===== config.mk =====
export PLATFORM = sky130hd
export DESIGN_NAME = wb_accel_dispatch
export DESIGN_NICKNAME = d
export VERILOG_FILES = /design/src/rtl/wb_accel_pkg.sv /design/src/rtl/wb_accel_csr.sv /design/src/rtl/wb_accel_dispatch.sv
export SDC_FILE = /design/constraint.sdc
export NUM_CORES = 1
export LEC_CHECK = 0
export CORE_UTILIZATION = 45
export CTS_CLUSTER_SIZE = 12
export DETAILED_ROUTE_END_ITERATION = 12
export PLACE_DENSITY = 0.88
export SLEW_MARGIN = 40
export SYNTH_ARGS = -nofsm -noshare
export SYNTH_HDL_FRONTEND = slang
export SYNTH_HIERARCHICAL = 1
export SYNTH_SLANG_ARGS = --single-unit
export TNS_END_PERCENT = 50

===== constraint.sdc =====
create_clock -name clk -period 3.3 [get_ports clk]
set_input_delay 0.66 -clock clk [delete_from_list [all_inputs] [get_ports clk]]
set_output_delay 0.66 -clock clk [all_outputs]
set_load 0.05 [all_outputs]

===== src/rtl/wb_accel_pkg.sv =====
// wb_accel_pkg: shared FSM states, CSR word offsets and slot decode helper for the accelerator dispatcher
package wb_accel_pkg;
   typedef enum logic [1:0] {IDLE, ACTIVE, RESP} state_t;
   localparam logic [1:0] CSR_IRQ_STATUS = 2'd0;
   localparam logic [1:0] CSR_IRQ_ENABLE = 2'd1;
   localparam logic [1:0] CSR_TO_STATUS  = 2'd2;
   function automatic int unsigned slot_of(input logic [31:0] adr, input int lsb, input int w);
      return (adr >> lsb) & ((32'd1 << w) - 32'd1);
   endfunction
endpackage


===== src/rtl/wb_accel_csr.sv =====
// wb_accel_csr: sticky maskable per-slot IRQ status, IRQ enable, timeout status and registered irq_o
//   clk, rst_sys_n      clock, async active-low reset
//   wr_i, off_i, wdat_i CSR write strobe, word offset, write data (slot bits only)
//   rdat_o              combinational read data for off_i
//   acc_irq_i           level irq lines from accelerators, edge-detected here
//   to_set_i, to_slot_i timeout event and the slot that timed out
//   irq_o               |(status & enable), registered
module wb_accel_csr
   import wb_accel_pkg::*;
#(
   parameter int NUM_ACCEL = 2,
   parameter int SLOT_W    = 2
) (
   input  logic                 clk,
   input  logic                 rst_sys_n,
   input  logic                 wr_i,
   input  logic [1:0]           off_i,
   input  logic [NUM_ACCEL-1:0] wdat_i,
   output logic [31:0]          rdat_o,
   input  logic [NUM_ACCEL-1:0] acc_irq_i,
   input  logic                 to_set_i,
   input  logic [SLOT_W-1:0]    to_slot_i,
   output logic                 irq_o
);
   logic [NUM_ACCEL-1:0] irq_prev_q, status_q, status_d, enable_q, enable_d;
   logic                 to_flag_q, to_flag_d, to_wr;
   logic [SLOT_W-1:0]    to_slot_q, to_slot_d;
   logic                 irq_q;
   always_comb begin
      to_wr     = wr_i && off_i == CSR_TO_STATUS;
      // a rising edge in the same cycle as a W1C keeps the bit set
      status_d  = (status_q & ~((wr_i && off_i == CSR_IRQ_STATUS) ? wdat_i : '0)) | (acc_irq_i & ~irq_prev_q);
      enable_d  = (wr_i && off_i == CSR_IRQ_ENABLE) ? wdat_i : enable_q;
      to_flag_d = to_set_i | (to_flag_q & ~to_wr);
      to_slot_d = to_set_i ? to_slot_i : to_wr ? '0 : to_slot_q;
      rdat_o    = off_i == CSR_IRQ_STATUS ? 32'(status_q) :
                  off_i == CSR_IRQ_ENABLE ? 32'(enable_q) :
                  off_i == CSR_TO_STATUS  ? {to_flag_q, {(31-SLOT_W){1'b0}}, to_slot_q} : '0;
   end
   always_ff @(posedge clk or negedge rst_sys_n) begin
      if (!rst_sys_n) begin
         irq_prev_q <= '0;
         status_q   <= '0;
         enable_q   <= '0;
         to_flag_q  <= 1'b0;
         to_slot_q  <= '0;
         irq_q      <= 1'b0;
      end else begin
         irq_prev_q <= acc_irq_i;
         status_q   <= status_d;
         enable_q   <= enable_d;
         to_flag_q  <= to_flag_d;
         to_slot_q  <= to_slot_d;
         irq_q      <= |(status_d & enable_d);
      end
   end
   assign irq_o = irq_q;
endmodule


===== src/rtl/wb_accel_dispatch.sv =====
// wb_accel_dispatch: Wishbone slave that forwards NA wbm accesses to one of NUM_ACCEL accelerator slots
//   wbs_*      classic Wishbone slave from the network adapter (one-cycle ack/err)
//   acc_*      flat per-slot Wishbone master buses, slot s at [32s+:32] / [4s+:4] / [s]
//   acc_irq_i  level irq per slot; irq_o = |(IRQ_STATUS & IRQ_ENABLE), registered
//   slot field adr[SLOT_LSB+:SLOT_W]: all-ones selects the CSR window, >= NUM_ACCEL errors
module wb_accel_dispatch
   import wb_accel_pkg::*;
#(
   parameter int NUM_ACCEL = 2,
   parameter int SLOT_W    = 2,
   parameter int SLOT_LSB  = 12,
   parameter int TIMEOUT   = 1024
) (
   input  logic                    clk,
   input  logic                    rst_sys_n,
   input  logic [31:0]             wbs_adr_i,
   input  logic [31:0]             wbs_dat_i,
   input  logic [3:0]              wbs_sel_i,
   input  logic                    wbs_cyc_i,
   input  logic                    wbs_stb_i,
   input  logic                    wbs_we_i,
   output logic [31:0]             wbs_dat_o,
   output logic                    wbs_ack_o,
   output logic                    wbs_err_o,
   output logic [32*NUM_ACCEL-1:0] acc_adr_o,
   output logic [32*NUM_ACCEL-1:0] acc_dat_o,
   output logic [4*NUM_ACCEL-1:0]  acc_sel_o,
   output logic [NUM_ACCEL-1:0]    acc_cyc_o,
   output logic [NUM_ACCEL-1:0]    acc_stb_o,
   output logic [NUM_ACCEL-1:0]    acc_we_o,
   input  logic [32*NUM_ACCEL-1:0] acc_dat_i,
   input  logic [NUM_ACCEL-1:0]    acc_ack_i,
   input  logic [NUM_ACCEL-1:0]    acc_err_i,
   input  logic [NUM_ACCEL-1:0]    acc_irq_i,
   output logic                    irq_o
);
   localparam int                CNT_W     = TIMEOUT > 1 ? $clog2(TIMEOUT) : 1;
   localparam logic [SLOT_W-1:0] CSR_SLOT  = '1;
   localparam logic [SLOT_W-1:0] NUM_S     = SLOT_W'(NUM_ACCEL);
   localparam logic [31:0]       SLOT_MASK = ((32'd1 << SLOT_W) - 32'd1) << SLOT_LSB;
   state_t               state_q;
   logic [31:0]          adr_q, dat_q, rdat_q, hit_dat, csr_rdat;
   logic [3:0]           sel_q;
   logic                 we_q, ack_q, err_q;
   logic [SLOT_W-1:0]    slot_q, slot_in;
   logic [NUM_ACCEL-1:0] cyc_q;
   logic [CNT_W-1:0]     cnt_q;
   logic                 req, csr_wr, to_hit, hit_ack, hit_err, to_set;
   always_comb begin
      slot_in = SLOT_W'(slot_of(wbs_adr_i, SLOT_LSB, SLOT_W));
      req     = state_q == IDLE && wbs_cyc_i && wbs_stb_i;
      csr_wr  = req && slot_in == CSR_SLOT && wbs_we_i;
      hit_ack = |(acc_ack_i & cyc_q);
      hit_err = |(acc_err_i & cyc_q);
      to_hit  = TIMEOUT != 0 && cnt_q == CNT_W'(TIMEOUT - 1);
      // abort, ack and accelerator err all take precedence over the timeout
      to_set  = state_q == ACTIVE && wbs_cyc_i && !hit_ack && !hit_err && to_hit;
      hit_dat = '0;
      for (int s = 0; s < NUM_ACCEL; s++) hit_dat |= acc_dat_i[32*s+:32] & {32{cyc_q[s]}};
   end
   always_ff @(posedge clk or negedge rst_sys_n) begin
      if (!rst_sys_n) begin
         state_q <= IDLE;
         adr_q   <= '0;
         dat_q   <= '0;
         rdat_q  <= '0;
         sel_q   <= '0;
         we_q    <= 1'b0;
         slot_q  <= '0;
         cyc_q   <= '0;
         cnt_q   <= '0;
         ack_q   <= 1'b0;
         err_q   <= 1'b0;
      end else begin
         case (state_q)
            IDLE: if (req) begin
               adr_q  <= wbs_adr_i & ~SLOT_MASK;
               dat_q  <= wbs_dat_i;
               sel_q  <= wbs_sel_i;
               we_q   <= wbs_we_i;
               slot_q <= slot_in;
               cnt_q  <= '0;
               if (slot_in == CSR_SLOT) begin
                  rdat_q  <= csr_rdat;
                  ack_q   <= 1'b1;
                  state_q <= RESP;
               end else if (slot_in >= NUM_S) begin
                  err_q   <= 1'b1;
                  state_q <= RESP;
               end else begin
                  cyc_q   <= NUM_ACCEL'(1) << slot_in;
                  state_q <= ACTIVE;
               end
            end
            ACTIVE: if (!wbs_cyc_i) begin
               cyc_q   <= '0;
               state_q <= IDLE;
            end else if (hit_ack) begin
               cyc_q   <= '0;
               rdat_q  <= hit_dat;
               ack_q   <= 1'b1;
               state_q <= RESP;
            end else if (hit_err || to_hit) begin
               cyc_q   <= '0;
               err_q   <= 1'b1;
               state_q <= RESP;
            end else begin
               cnt_q <= cnt_q + 1'b1;
            end
            RESP: begin
               ack_q   <= 1'b0;
               err_q   <= 1'b0;
               state_q <= IDLE;
            end
            default: state_q <= IDLE;
         endcase
      end
   end
   wb_accel_csr #(.NUM_ACCEL(NUM_ACCEL), .SLOT_W(SLOT_W)) u_csr (
      .clk       (clk),
      .rst_sys_n (rst_sys_n),
      .wr_i      (csr_wr),
      .off_i     (wbs_adr_i[3:2]),
      .wdat_i    (wbs_dat_i[NUM_ACCEL-1:0]),
      .rdat_o    (csr_rdat),
      .acc_irq_i (acc_irq_i),
      .to_set_i  (to_set),
      .to_slot_i (slot_q),
      .irq_o     (irq_o)
   );
   assign wbs_dat_o = rdat_q;
   assign wbs_ack_o = ack_q;
   assign wbs_err_o = err_q;
   assign acc_adr_o = {NUM_ACCEL{adr_q}};
   assign acc_dat_o = {NUM_ACCEL{dat_q}};
   assign acc_sel_o = {NUM_ACCEL{sel_q}};
   assign acc_cyc_o = cyc_q;
   assign acc_stb_o = cyc_q;
   assign acc_we_o  = cyc_q & {NUM_ACCEL{we_q}};
endmodule


==> results of run 1 <==
## final timing paths
path                                      from           endpoint  slack, ns
setup / recovery                  acc_cyc_o[0]        acc_we_o[0]       0.48
hold / removal                       rst_sys_n      wbs_dat_o[19]       0.24
setup reg to reg                  acc_cyc_o[0]           cnt_q[5]       0.79
hold reg to reg            u_csr/irq_prev_q[1]  u_csr/status_q[1]       0.47
max in group asynchronous            rst_sys_n       wbs_dat_o[8]       2.29
min in group clk           u_csr/irq_prev_q[1]  u_csr/status_q[1]       0.47
## logic make-up (layout without fill, tap and decap cells)
kind of cell / count (synthesis) / count (layout) / share of synthesized area, %
flops: 127 / 127 / 48.1
fa+ha+maj: 1 / 1 / 0.189
buf+inv: 180 / 396 / 16.5
compound gates: 101 / 101 / 10.4
other cells: 2 / 35 / 0.114
simple gates: 297 / 297 / 19.0
mux: 37 / 37 / 5.72
## cells in the mapped netlist (2+ instances only)
library cell / number / area share, %
nor3_1: 8 / 0.61
inv_1: 39 / 2.2
a22o_1: 4 / 0.53
nand3_1: 4 / 0.30
a21o_1: 2 / 0.23
nor3b_1: 5 / 0.57
o21ai_0: 12 / 0.91
buf_2: 11 / 0.83
and4bb_2: 2 / 0.38
a21oi_1: 34 / 2.6
a22oi_1: 32 / 3.6
dfrtp_1: 127 / 48
buf_4: 101 / 11
o22ai_1: 3 / 0.28
clkbuf_1: 24 / 1.4
nand4_1: 2 / 0.19
o22a_1: 4 / 0.53
mux2i_1: 34 / 5.2
buf_6: 3 / 0.51
buf_1: 2 / 0.11
conb_1: 2 / 0.11
and3_1: 3 / 0.28
nor4_1: 2 / 0.19
and2_1: 2 / 0.19
nor2_1: 38 / 2.2
mux2_2: 2 / 0.34
nand3b_1: 2 / 0.23
a221o_1: 4 / 0.61
nand2_1: 220 / 12
## worst max-delay path, cell delays in order, from the launching register on
cell	delay, ns
dfrtp_1	0.74
and2_1	0.21
clkdlybuf4s50_1	0.80
## sequential cells by signal, indices dropped and copies added, names as in the netlist
signal / flops
wbs_err_o: 1
we_q: 1
u_csr/irq_o: 1
acc_cyc_o: 2
u_csr/status_q: 2
slot_q: 2
u_csr/to_flag_q: 1
cnt_q: 10
wbs_ack_o: 1
wbs_dat_o: 32
u_csr/enable_q: 2
u_csr/to_slot_q: 2
state_q: 2
sel_q: 4
adr_q: 30
u_csr/irq_prev_q: 2
dat_q: 32
## final cells by class
cell class	instances	area, um^2
sequential	127	3180
inverter	39	146
tap	180	225
clock buffer	17	425
multi-input combinational	469	2470
antenna	2	5.00
timing repair buffer	325	3250
clock inverter	15	138
fill	1077	4260
## power by group
part,internal [W],total [W],switching [W],leakage (nW)
Combinational,0.00125,0.00377,0.00253,2.89
Sequential,0.00192,0.00222,0.000302,1.57
Clock,0.00104,0.00176,0.000718,0.270
Total,0.00421,0.00776,0.00355,4.72
## per-layer routing
metal | routed length (um) | up-vias
met1 | 7140 | 2771
met4 | 367 | 0
met3 | 1420 | 23
li1 | - | 2756
met2 | 9770 | 282
met5 | 0 | -
## through the flow
stage,hold WS [ns],util [%]
global route,0.279,69.8
global placement,0.452,65.8
finish,0.242,69.8
detailed placement,0.452,65.8
CTS,0.260,69.8
floorplan,0.364,-
## cell usage in the layout (no fill, tap or decap), types with 8 or more instances in the layout
master / instances
dfrtp_1: 127
a21oi_1: 34
inv_1: 39
nor2_1: 38
nand2_1: 219
conb_1: 33
buf_4: 8
clkbuf_16: 17
a22oi_1: 32
nor3_1: 8
o21ai_0: 12
clkdlybuf4s50_1: 314
mux2i_1: 34
==> reports/results.ini, run 1 <==
[status]
status=complete, no violations

[floorplanning]
dieArea_mm2=0.0152
die_h_um=123
floorplan.rows=43
start_util_pct=46.9
die_x_um=123
ios=320
core_mm2=0.0141

[setup_path]
ff2ff_path_depth=5
endpoint_kind=output pin
critical_path_class=flop to output pin
arrival_ns=2.16
cp_max_fo=15
cp.required_ns=2.64
critPathLaunchType=flop

[place]
place.gp.congestion=0.835
dp.cells=1140
port_buffers=315
hpwl_um=13800
dp_slack_ns=0.596
place_area_mm2=0.00927

[routing]
final_antenna_net_count=0
drtPass1Iterations=5
drt_wl_total_um=18700
dr.first_iter.drc_count=332
vias=5832
wl_per_cell_um=15.9
drc=0
viasPerCell=4.97

[logic_synthesis]
synth-seq-area-share_pct=48.1
avgSynthCellArea_um2=8.87
synth-seq-cells=127
synth_area_mm2=0.00661
async_reset_ff_share_pct=100
ys.flop_type=dfrtp_1
synth-edff-count=0
syn_inst=745
yosysUniqueCellTypes=46
ys_warn_count=6

[cells_and_area]
area_delta_synth_final_pct=48.9
fin_nets=1123
fin_area_mm2=0.00984
final_cells=1174
final_layout_size_suffix_gt1_share_pct=6.05

[grt]
grt_pass1_wl_um=27600
met1_usage_pct=28.3
grtUsageMet2_pct=42.9
grt_usage_pct=24.2
use_met3_pct=5.63
gr-max-usage-layer=met2
antenna_found_initial=2
grt_max_degree=73
grt_pass1_vias=5585
grt-ovfl-total=0

[sta]
finalSetupTns_ns=0
tightest_slew_ns=0.742
timing.final.ws_setup_ns=0.483
period_share_pct=85.4
hold_violations=0
fin_skew_ns=0.00639
setup_viol=0
slew_headroom_pct=50.5
fin_crit_ns=2.82
max_freq_mhz=355
finalMaxSlewViolations=0
grt_setup_unrepaired=no

[power_and_ir_drop]
p_leak_nw=4.72
total_power_w=0.00776
ir_drop_v=0.000524
power.density_mw_per_mm2=788

[clock_network]
cts_buffer_depth=2
h-tree-depth=4
postCtsHoldBufs=0
numClockSinks=127
cts-resized-gates=0
cts_buffers=17
cts-root-buf=clkbuf_16
clk_pin_slew_ns=0.06
cts_tree=built
postCtsSetupRepairBufs=0
clock_latency_ns=0.40

[hold_path]
hp-class=input pin to asynchronous set/reset pin

[run]
maxCapViolations=0

Power figures use the tool's default switching activity.
==> inputs of run 2 (changes only) <==
--- a/config.mk
+++ b/config.mk
@@ -6,7 +6,7 @@
 export NUM_CORES = 1
 export LEC_CHECK = 0
 export CORE_UTILIZATION = 45
-export CTS_CLUSTER_SIZE = 12
+export CTS_CLUSTER_SIZE = 25
 export DETAILED_ROUTE_END_ITERATION = 12
 export PLACE_DENSITY = 0.88
 export SLEW_MARGIN = 40
==> results of run 2 <==
Same layout as run 1: the final DEF is identical, and so are final timing and power.
